<file path="config.mk">
export PLATFORM = sky130hd
export DESIGN_NAME = fifo_wr_arbiter
export DESIGN_NICKNAME = d
export VERILOG_FILES = /design/src/rtl/fifo_arb_pkg.sv /design/src/rtl/rr_priority_pick.sv /design/src/rtl/fifo_wr_arbiter.sv
export SDC_FILE = /design/constraint.sdc
export NUM_CORES = 1
export LEC_CHECK = 0
export ABC_AREA = 1
export BUFFER_PORTS_ARGS = -buffer_cell sky130_fd_sc_hd__buf_2
export CAP_MARGIN = 25
export CORE_AREA = 2 2 260 262
export DETAILED_ROUTE_END_ITERATION = 6
export DIE_AREA = 0 0 262 264
export SLEW_MARGIN = 25
export SYNTH_ARGS = -nofsm -noshare
export SYNTH_HDL_FRONTEND = slang
export SYNTH_HIERARCHICAL = 1
export SYNTH_SLANG_ARGS = --single-unit
</file>
<file path="constraint.sdc">
create_clock -name clk -period 2.7 [get_ports clk]
set_input_delay 0.405 -clock clk [delete_from_list [all_inputs] [get_ports clk]]
set_output_delay 0.405 -clock clk [all_outputs]
set_load 0.1 [all_outputs]
</file>
<file path="src/rtl/fifo_arb_pkg.sv">
// Shared types and default sizing for the FIFO write-side arbiter.
package fifo_arb_pkg;
  typedef enum logic {
    IDLE  = 1'b0,
    GRANT = 1'b1
  } arb_state_e;

  localparam int DEF_DATA_W    = 128;
  localparam int DEF_MAX_BURST = 4;
endpackage

</file>
<file path="src/rtl/rr_priority_pick.sv">
// Combinational round-robin search: first set request at or above i_start, wrapping.
module rr_priority_pick #(
  parameter int NUM_REQ = 4,
  localparam int IDXW = (NUM_REQ > 1) ? $clog2(NUM_REQ) : 1
) (
  input  logic [NUM_REQ-1:0] i_req,
  input  logic [IDXW-1:0]    i_start,
  output logic               o_found,
  output logic [IDXW-1:0]    o_idx
);

  always_comb begin : search
    int k;
    k       = 0;
    o_found = 1'b0;
    o_idx   = '0;
    for (int i = 0; i < NUM_REQ; i++) begin
      k = int'(i_start) + i;
      if (k >= NUM_REQ) k = k - NUM_REQ;
      if (!o_found && i_req[IDXW'(k)]) begin
        o_found = 1'b1;
        o_idx   = IDXW'(k);
      end
    end
  end

endmodule

</file>
<file path="src/rtl/fifo_wr_arbiter.sv">
// Round-robin arbiter sharing one FIFO write port between NUM_REQ valid/ready
// requesters, with bounded bursts and zero-bubble handover between grants.
module fifo_wr_arbiter
  import fifo_arb_pkg::*;
#(
  parameter int NUM_REQ   = 4,
  parameter int DATA_W    = DEF_DATA_W,
  parameter int MAX_BURST = DEF_MAX_BURST
) (
  input  logic                      clk,
  input  logic                      reset,
  input  logic                      i_enable,
  input  logic [NUM_REQ-1:0]        i_req_valid,
  input  logic [NUM_REQ*DATA_W-1:0] i_req_data,
  output logic [NUM_REQ-1:0]        o_req_ready,
  input  logic                      i_fifo_full,
  input  logic                      i_fifo_alm_full,
  output logic                      o_fifo_wren,
  output logic [DATA_W-1:0]         o_fifo_wrdata,
  output logic [NUM_REQ-1:0]        o_grant,
  output logic                      o_busy
);

  localparam int IDXW = (NUM_REQ > 1) ? $clog2(NUM_REQ) : 1;
  localparam int BCW  = $clog2(MAX_BURST + 1);

  arb_state_e        r_state;
  logic [IDXW-1:0]   r_g;
  logic [IDXW-1:0]   r_ptr;
  logic [BCW-1:0]    r_bcnt;
  logic [NUM_REQ-1:0] r_grant;

  logic              w_busy;
  logic              w_vld_g;
  logic              w_beat;
  logic              w_last;
  logic              w_release;
  logic [IDXW-1:0]   w_g_next;
  logic [IDXW-1:0]   w_start;
  logic              w_found;
  logic [IDXW-1:0]   w_win;

  function automatic logic [IDXW-1:0] wrap_inc(input logic [IDXW-1:0] idx);
    return (idx == IDXW'(NUM_REQ - 1)) ? '0 : idx + 1'b1;
  endfunction

  function automatic logic [NUM_REQ-1:0] onehot(input logic [IDXW-1:0] idx);
    return NUM_REQ'(1) << idx;
  endfunction

  assign w_busy    = (r_state == GRANT);
  assign w_vld_g   = i_req_valid[r_g];
  assign w_beat    = w_busy & w_vld_g & ~i_fifo_full;
  assign w_last    = ((r_bcnt + BCW'(1)) == BCW'(MAX_BURST));
  // Almost-full shrinks every burst to a single beat; a dropped valid forfeits the grant.
  assign w_release = w_busy & ((w_beat & (w_last | i_fifo_alm_full)) | ~w_vld_g);
  assign w_g_next  = wrap_inc(r_g);
  assign w_start   = w_busy ? w_g_next : r_ptr;

  rr_priority_pick #(
    .NUM_REQ (NUM_REQ)
  ) u_pick (
    .i_req   (i_req_valid),
    .i_start (w_start),
    .o_found (w_found),
    .o_idx   (w_win)
  );

  always_ff @(posedge clk or posedge reset) begin
    if (reset) begin
      r_state <= IDLE;
      r_g     <= '0;
      r_ptr   <= '0;
      r_bcnt  <= '0;
      r_grant <= '0;
    end else begin
      case (r_state)
        IDLE: begin
          if (i_enable && w_found) begin
            r_g     <= w_win;
            r_grant <= onehot(w_win);
            r_bcnt  <= '0;
            r_state <= GRANT;
          end
        end
        GRANT: begin
          if (w_beat) r_bcnt <= r_bcnt + BCW'(1);
          if (w_release) begin
            r_ptr  <= w_g_next;
            r_bcnt <= '0;
            if (i_enable && w_found) begin
              r_g     <= w_win;
              r_grant <= onehot(w_win);
            end else begin
              r_grant <= '0;
              r_state <= IDLE;
            end
          end
        end
        default: r_state <= IDLE;
      endcase
    end
  end

  assign o_busy        = w_busy;
  assign o_grant       = r_grant;
  assign o_req_ready   = w_beat ? r_grant : '0;
  assign o_fifo_wren   = w_beat;
  assign o_fifo_wrdata = w_busy ? i_req_data[int'(r_g)*DATA_W +: DATA_W] : '0;

endmodule

</file>
# Word-level counts from Yosys, hierarchy flattened
# Index checks and enable logic that the tools add are counted.
# classes
n_addsub	9
n_lt_le_gt_ge	9
n_eq_ne	5
shift	2
muxes	44
n_bitwise	9
n_reduce_logical	10
# ops
operator	n
$shiftx 512x10->128	1
$mux 128	1
$mux 2	12
$lt 2x4->1 const B	4
$mux 4	4
$mux 1	15
$bmux 1 s2	5
$ge 3x3->1 const B	3
$mux 3	3
$pmux 4 s2	1
$sub 2x1->2 const B	4
$add 2x2->3 const B	2
$pmux 3 s2	1
$reduce_and 2->1	3
$and 1x1->1	4
$logic_and 1x1->1	4
$pmux 2 s2	1
$shl 1x2->4 const A	1
$add 2x1->3 const B	1
$add 3x1->3 const B	1
$eq 3x3->1 const B	1
$ge 2x3->1 const B	1
$logic_not 1->1	3
$lt 2x3->1 const B	1
other kinds (8)	11
# totals
register_bits	12
in_bits	521
output_inout_bits	138
wordCells	93

# Depth between registers and ports, before layout
# Gate-level depths: netlist of run 1.
# depth
ltp_word	22
mapped_depth	19
ltp_nobuf	17

# By module
# The synthesis of run 1 kept the hierarchy.
# modules_own_cells
module	instances	cells_each	area_each_um2	seq_area_each_um2
fifo_wr_arbiter	1	1099	5043.6	300.3
rr_priority_pick	1	59	319.1	0.0

# Least setup slack after synthesis of run 1
# No wires, ideal clock.
# synth_path
path_type	register -> output
start	reg r_state, in the netlist o_busy
end	out o_fifo_wrdata[100]
t_arrival_ps	3093
required_ps	2295
slack_ps	-798
stages_incl_launch_ff	5
n_path_buf	2
path_cell_list	dfrtp_1 -> inv_2 -> clkbuf_1 -> clkbuf_1 -> a21oi_1
# synth_via
elab_chain_cells	1
# synth_lines
element	line_no	text
start, declared	fifo_wr_arbiter.sv:27	arb_state_e r_state;
start signal, assigned	fifo_wr_arbiter.sv:71	r_state <= IDLE;
start signal, assigned	fifo_wr_arbiter.sv:83	r_state <= GRANT;
start signal, assigned	fifo_wr_arbiter.sv:96	r_state <= IDLE;
$mux 128	fifo_wr_arbiter.sv:109	assign o_fifo_wrdata = w_busy ? i_req_data[int'(r_g)*DATA_W +: DATA_W] : '0;
end, declared	fifo_wr_arbiter.sv:19	output logic [DATA_W-1:0] o_fifo_wrdata,
# Every way passes these cells.

# Final worst setup path of run 1
# layout_path
start	reg r_g[0]
end	out o_fifo_wrdata[104]
# layout_via
elab_chain_cells	2
# layout_lines
element	line_no	text
start, declared	fifo_wr_arbiter.sv:28	logic [IDXW-1:0] r_g;
start signal, assigned	fifo_wr_arbiter.sv:80	r_g <= w_win;
start signal, assigned	fifo_wr_arbiter.sv:92	r_g <= w_win;
$shiftx 512x10->128	fifo_wr_arbiter.sv:109	
$mux 128	fifo_wr_arbiter.sv:109	
# Every way passes these cells.

==> impl_metrics.tcl, run 1 <==
set metrics [dict create \
    yosys-top-cells-area "nor2_1 36%, o21ai_0 24%, a21oi_1 12%" \
    synth_top_family_by_area "simple AND/OR/NAND/NOR gates" \
    async_reset_ff_share_pct 100 \
    synth_ff_type "dfrtp_1" \
    synth-compound-area-share_pct 37.0 \
    antenna_found_initial 13 \
    clkTransAtPathRegs_ns 0.04 \
    synth.yosys.seq_area_share_pct 5.60 \
    dr.pass1.iters 5 \
    grt_overflow 0 \
    ioPinCount 659 \
    gp_routability_congestion 0.853 \
    vias 10087 \
    synth_simple_gate_area_share_pct 46.2 \
    wl_mm 40.7 \
    chipWidth_um 262 \
    die_area_sq_um 69200 \
    ant_nets 0 \
    slew_viol_final 0 \
    rows 95 \
    remaining_drc_errors 0 \
    avgSynthCellArea_sq_um 4.63 \
    start_util_pct 8.06 \
    fin_crit_sh_pct 96.2 \
    hpwlAfterDp_mm 33.0 \
    grt_max_degree 107 \
    synth_top_area_share_pct 36.3 \
    core_area_sq_um 66600 \
    maxCapViolCount 0 \
    slew_headroom_pct 46.6 \
    synth_xor_area_share_pct 0 \
    grt_pass1_vias 9478 \
    synth_nets 1682 \
    clock_path_buffers 2 \
    wire_per_inst_um 15.5 \
    synthTopCellsByCount "518 x nor2_1, 253 x o21ai_0, 129 x a21oi_1" \
    grt_pass1_wl_mm 55.6 \
    cts_buffers 3 \
    max_freq_mhz 385 \
    worst_slew_pin_slew_ns 0.801 \
    criticalPathCategory "reg2out" \
    setup-violations-final 0 \
    rsz0062_at_grt "true" \
    design_area_sq_um 12100 \
    fin_nets 2284 \
    cts_num_sinks 12 \
    clock-root-buffer "clkbuf_16" \
    cp_slowest_stage_delay_ns 0.51 \
    crit_chain "buf_16 -> nor2_1 -> nor2_1 -> o21ai_0 -> a21oi_2 -> buf_12" \
    place_area_sq_um 11900 \
    clkLatencyLatePin_ns 0.24 \
    synth_top_cell_by_area "nor2_1" \
    synthCells 1158 \
    critPathMaxFanout 106 \
    post-place-ws_ns 0.299 \
    syn-cell-area_sq_um 5360 \
    setup_slack_ns 0.103 \
    cts_setup_buffers 0 \
    synth-edff-count 0 \
    synth_cell_types 24 \
    synth_warnings 6 \
    cp_common_cell "nor2_1" \
    setup.worst_path.start_class "register" \
    finalClockSkew_ns 0.00126 \
    die_h_um 264 \
    fin_crit_ns 2.60 \
    drive_gt1_share_pct 44.6 \
    cts_tree "done" \
    vias_per_cell 3.83 \
    htreeDepth 1 \
    yosysMostFrequentCell "nor2_1" \
    drt_iter0_markers 544 \
    muxShareOfSynthArea_pct 0 \
    hold_class "in2async" \
    status "finished clean" \
    slowest_stage "dfrtp_4" \
    areaGrowthSynthToFinish_pct 125 \
    io_buffers 658 \
    critical_path_arrival_ns 2.19 \
    cp.required_ns 2.30 \
    finalHoldViolCount 0 \
    synth_fa_ha_area_share_pct 0.700 \
    grt_use_total_pct 10.5 \
    crit_path_end_kind "output pin" \
    ys_ff_latch 12 \
]
## worst max-delay path: cells and delay by family (launching register included)
kind	cells	cell delay, ns
buf+inv	2	0.53
compound gates	2	0.42
simple gates	2	0.33
flops	1	0.51
## layout by cell type (no fill, tap or decap)
cell type  count
clkbuf_16      4
ha_1           3
o21ai_2        1
nor2_4         2
buf_12       142
nor2_2         5
dfrtp_2        1
nand2_2       15
inv_4          1
a21oi_2       41
inv_1         21
o21ai_4        1
nand3_1        7
nand3_2        5
clkbuf_8       1
dfrtp_4        2
nand3b_1       1
inv_6          2
dfrtp_1        9
o21ai_0      253
nand4_1        6
buf_16         3
buf_4         27
diode_2        3
o21ai_1        9
inv_2          2
a21oi_4        1
nand2_1       64
a21oi_1       87
nor2_1       514
buf_2        525
nand2_4        4
## per-stage QoR
| step | util (%) | hold WS (ns) | instances | TNS (ns) |
|---|---|---|---|---|
| after floorplan | - | 0.270 | 1158 | -41.92 |
| after global placement | 17.9 | 0.434 | 2627 | 0 |
| after detailed placement | 17.9 | 0.445 | 2627 | 0 |
| after CTS | 18.0 | 0.188 | 2631 | 0 |
| after global routing | 18.1 | 0.223 | 2632 | -0.0266 |
| final | 18.1 | 0.180 | 2635 | 0 |
## state kept, by name, summed over array words and instances (netlist names)
signal and flops:
o_busy 1, o_grant 4, r_bcnt 3, r_g 2, r_ptr 2
## cell type report
class,instances,area [sq um]
flip-flops and latches,12,309
diodes,3,7.51
clock buffers,4,88.8
well taps,873,1090
multi-input cells,1019,4680
fillers,7636,54500
inverters,26,110
repair buffers,698,5780
## cells by family after synthesis
family,count (synthesis)
compound gates,393
fa+ha+maj,3
buf+inv,127
flops,12
simple gates,623
## per-layer routing
metal | vias to the layer above | wire length [um] | GRT usage, % | share of wire, %
met1 | 4461 | 15800 | 12.1 | 39
met3 | 76 | 3960 | 2.54 | 9.7
li1 | 4986 | - | - | -
met2 | 554 | 19700 | 18.9 | 48
met5 | - | 62 | 0 | 0.15
met4 | 10 | 1300 | 3.18 | 3.2
## final timing paths
kind | start | to | slack [ns] | cells after the start
max | r_g[0]$_DFFE_PP0P_ | o_fifo_wrdata[104] | 0.10 | 6
min | reset | o_grant[3]$_DFFE_PP0P_ | 0.18 | 2
max reg2reg | r_g[0]$_DFFE_PP0P_ | r_bcnt[1]$_DFFE_PP0P_ | 0.33 | 14
min reg2reg | r_ptr[0]$_DFFE_PP0P_ | r_ptr[0]$_DFFE_PP0P_ | 0.47 | 2
max in group asynchronous | reset | r_g[1]$_DFFE_PP0P_ | 2.15 | 2
min in group clk | r_ptr[0]$_DFFE_PP0P_ | r_ptr[0]$_DFFE_PP0P_ | 0.47 | 2
## what timing repair did
item / in CTS / in global routing
setup endpoints to repair: 0 / 3
gates resized for setup: 0 / 8
hold buffers: 0 / 0
Power of run 1 is not shown: default switching activity piles up to over one toggle a cycle in this logic, so the estimate is an artifact.
==> inputs of run 2 (changes only) <==
REMOVE_ABC_BUFFERS = 1   (was not set)
==> impl_metrics.tcl, run 2 (synthesis results as in run 1) <==
set metrics [dict create \
    reg2reg_slack_ns 0.31 \
    max_freq_mhz 384 \
    r2r_start "r_g[0]$_DFFE_PP0P_" \
    drt_iter0_markers 527 \
    fin_crit_ns 2.60 \
    core_area_sq_um 66600 \
    io_buffers 658 \
    largest_register_ffs 4 \
    htreeDepth 1 \
    die_h_um 264 \
    maxCapViolCount 0 \
    cts_buffers 3 \
    grt_pass1_wl_mm 57.1 \
    cts_hold_buf 0 \
    ant_nets 0 \
    slowest_stage "dfrtp_4" \
    cp.required_ns 2.30 \
    critPathMaxFanout 33 \
    criticalPathCategory "reg2out" \
    status "finished clean" \
    antenna_found_initial 7 \
    setup-violations-final 0 \
    worst_slew_pin_slew_ns 0.710 \
    start_util_pct 8.06 \
    vias 9902 \
    hpwlAfterDp_mm 35.0 \
    clock-root-buffer "clkbuf_16" \
    vias_per_cell 3.76 \
    grt_use_total_pct 11.0 \
    drive_gt1_share_pct 42.2 \
    wl_mm 42.2 \
    clock_path_buffers 2 \
    fin_crit_sh_pct 96.4 \
    chipWidth_um 262 \
    rows 95 \
    clkLatencyLatePin_ns 0.24 \
    setup.worst_path.start_class "register" \
    gp_routability_congestion 0.860 \
    slew_headroom_pct 52.7 \
    crit_chain "buf_16 -> nor2_1 -> nor2_1 -> o21ai_0 -> a21oi_1 -> buf_12" \
    cp_common_cell "nor2_1" \
    fin_nets 2289 \
    crit_path_end_kind "output pin" \
    cts_num_sinks 12 \
    critical_path_arrival_ns 2.20 \
    rsz0062_at_grt "false" \
    wire_per_inst_um 16.0 \
    fill_cells 7643 \
    ioPinCount 659 \
    dr.pass1.iters 6 \
    grt_pass1_vias 9288 \
    worst-path-buf-inv 2 \
    areaGrowthSynthToFinish_pct 123 \
    n_antenna_cell 0 \
    cp_slowest_stage_delay_ns 0.54 \
    cts_tree "done" \
    finalClockSkew_ns 0.00393 \
    die_area_sq_um 69200 \
    slew_viol_final 0 \
    crit_path_start "r_g[0]$_DFFE_PP0P_" \
    path_delay_family "compound AO/OA/AOI/OAI gates" \
    holdWs_ns 0.165 \
    final_common_cell "buf_2" \
    clkTransAtPathRegs_ns 0.04 \
    mostFrequentLayoutCells "525 x buf_2, 517 x nor2_1, 253 x o21ai_0, 146 x buf_12, 128 x a21oi_1" \
    remaining_drc_errors 0 \
    hold_class "in2async" \
    grt_max_degree 67 \
    grt_overflow 0 \
    finalHoldViolCount 0 \
]
[run 2: metrics by stage]
step	area [sq um]	instances	utilization, %	setup WS, ns	TNS (ns)
global route	11900	2637	17.9	0.00639	0
detailed placement	11800	2631	17.7	0.258	0
CTS	11900	2635	17.9	0.0712	0
floorplan	4900	1057	-	-5.25	-735.15
finish	11900	2637	17.9	0.0968	0
global placement	11800	2631	17.7	0.294	0
[run 2: final timing paths]
check | end | cells past startpoint
max reg2reg | r_bcnt[0]$_DFFE_PP0P_ | 14
min | o_grant[0]$_DFFE_PP0P_ | 2
min reg2reg | r_ptr[0]$_DFFE_PP0P_ | 2
min in group clk | o_busy$_DFF_PP0_ | 3
max | o_fifo_wrdata[4] | 6
max in group asynchronous | r_g[1]$_DFFE_PP0P_ | 2
[run 2: cell type report]
type	count	area (sq um)	share of cell area, %
multi-input cells	1019	4510	37.7
well taps	873	1090	9.15
repair buffers	703	5850	49.0
inverters	26	108	0.901
flip-flops and latches	12	308	2.58
clock buffers	4	78.8	0.660
[run 2: metal layers]
metal	up-vias	share of wire [%]	GRT usage (%)
met5	-	0.11	0
met4	8	1.3	1.54
met3	44	12	4.31
met2	494	46	19.1
met1	4369	41	12.9
li1	4987	-	-
[run 2: timing repair]
| item | in CTS | in global routing |
|---|---|---|
| buffers inserted | 0 | 1 |
| setup endpoints to repair | 0 | 7 |
| resized for setup | 0 | 5 |
Power of run 2 is left out for the same reason.
==> inputs of run 3 (changes only) <==
CORE_AREA = 4 4 254 256   (was 2 2 260 262)
DIE_AREA = 0 0 258 260   (was 0 0 262 264)
GPL_ROUTABILITY_DRIVEN = 0   (was not set)
clock period = 3.17 ns   (was 2.7 ns; I/O delays follow)
==> impl_metrics.tcl, run 3 (synthesis results as in run 1) <==
set metrics [dict create \
    status "finished clean" \
    vias_per_cell 3.84 \
    vias 9932 \
    post_cts_resized 0 \
    fin_crit_sh_pct 90.7 \
    ant_nets 0 \
    rows 92 \
    wl_mm 45.2 \
    setup-violations-final 0 \
    io_buffers 658 \
    r2r_start "r_g[0]$_DFFE_PP0P_" \
    path_delay_family "compound AO/OA/AOI/OAI gates" \
    areaGrowthSynthToFinish_pct 116 \
    fin_cells 2586 \
    cp_common_cell "buf_12" \
    critical_path_arrival_ns 2.40 \
    multi_input_area_sq_um 4500 \
    drive_gt1_share_pct 41.1 \
    die_area_sq_um 67100 \
    fill_cells 7261 \
    cts_tree "done" \
    clkLatencyLatePin_ns 0.25 \
    cp.required_ns 2.69 \
    cp_slowest_stage_delay_ns 0.57 \
    worst-path-buf-inv 3 \
    core_area_sq_um 62500 \
    criticalPathCategory "reg2out" \
    r2r-end "r_bcnt[2]$_DFFE_PP0P_" \
    post-place-ws_ns 0.539 \
    post-place-cells 2580 \
    ioPinCount 659 \
    remaining_drc_errors 0 \
    worst_slew_pin_slew_ns 0.670 \
    r2r_cells 13 \
    grt_overflow 0 \
    crit_path_end_kind "output pin" \
    final_core_util_pct 18.5 \
    hpwlAfterDp_mm 37.9 \
    rsz0062_at_grt "false" \
    clock-root-buffer "clkbuf_16" \
    antenna_found_initial 10 \
    cts_num_sinks 12 \
    wire_per_inst_um 17.5 \
    reg2reg_slack_ns 0.51 \
    finalHoldViolCount 0 \
    slew_headroom_pct 54.9 \
    ff_latch_area_sq_um 308 \
    drt_iter0_markers 707 \
    max_freq_mhz 348 \
    htreeDepth 1 \
    hold_class "in2async" \
    setup_slack_ns 0.294 \
    die_h_um 260 \
    finalClockSkew_ns 0.00706 \
    fin_crit_ns 2.88 \
    largest_register_ffs 4 \
    clock_path_buffers 2 \
    mostFrequentLayoutCells "525 x buf_2, 518 x nor2_1, 253 x o21ai_0, 141 x buf_12, 129 x a21oi_1" \
    dr.pass1.iters 5 \
    grt_pass1_vias 9092 \
    setup.worst_path.start_class "register" \
    slowest_stage "dfrtp_4" \
    clkTransAtPathRegs_ns 0.05 \
    cts_buffers 3 \
    critPathMaxFanout 112 \
    maxCapViolCount 0 \
    slew_viol_final 0 \
    crit_chain "inv_6 -> buf_12 -> o21ai_0 -> a21oi_1 -> buf_12" \
    holdWs_ns 0.241 \
    final_common_cell "buf_2" \
    grt_max_degree 113 \
    grt_pass1_wl_mm 61.1 \
    fin_nets 2263 \
    cts_hold_buf 0 \
    grt_use_total_pct 12.2 \
    cts_setup_buffers 0 \
    chipWidth_um 258 \
    start_util_pct 8.58 \
]
==> run 3: cell count changes in the layout (fill, tap and decap cells not counted), moves of 2 or more <==
cell and change:
buf_12 -5, buf_16 -2, buf_4 -18, diode_2 +2
==> run 3: cell type report <==
class	count	area share, %
antenna	2	0.0432
clock buffer	4	0.680
inverter	26	0.928
multi-input combinational	1019	38.8
sequential	12	2.66
tap	846	9.13
timing repair buffer	677	47.7
==> run 3: stage by stage <==
stage | setup TNS (ns) | area (sq um)
after floorplan | -676.37 | 4900
after global placement | 0 | 11500
after detailed placement | 0 | 11500
after CTS | 0 | 11600
after global routing | 0 | 11600
final | 0 | 11600
==> run 3: how the worst max path moves through the flow <==
stage,startpoint,end,slack (ns),cells past startpoint
2_1_floorplan,r_g[0]$_DFFE_PP0P_,o_fifo_wren,-4.85,7
3_3_place_gp,r_g[0]$_DFFE_PP0P_,r_bcnt[0]$_DFFE_PP0P_,0.59,13
3_5_place_dp,r_g[0]$_DFFE_PP0P_,r_bcnt[2]$_DFFE_PP0P_,0.54,13
4_1_cts,r_g[0]$_DFFE_PP0P_,o_fifo_wrdata[83],0.36,5
5_1_grt,r_g[0]$_DFFE_PP0P_,r_bcnt[2]$_DFFE_PP0P_,0.23,13
6_report,r_g[0]$_DFFE_PP0P_,o_fifo_wrdata[83],0.29,5
==> run 3: layer usage <==
| metal | global-route usage [%] | up-vias | wire (um) |
|---|---|---|---|
| li1 | - | 4936 | - |
| met1 | 15.0 | 4433 | 18100 |
| met2 | 21.1 | 517 | 21500 |
| met3 | 3.94 | 40 | 4760 |
| met4 | 2.22 | 6 | 854 |
| met5 | 0 | - | 34 |
==> run 3: worst reg2reg max path, stage by stage, from the launching register on <==
cell and delay (ns):
dfrtp_4 0.57, ha_1 0.23, nor2_1 0.11, nand2_1 0.06
nand2_1 0.37, inv_2 0.18, nand2_4 0.12, nand2_4 0.06
o21ai_1 0.20, nand3b_1 0.14, nand2_1 0.09, nand2_1 0.13
nand4_1 0.16, o21ai_1 0.17
Power of run 3 is left out for the same reason.
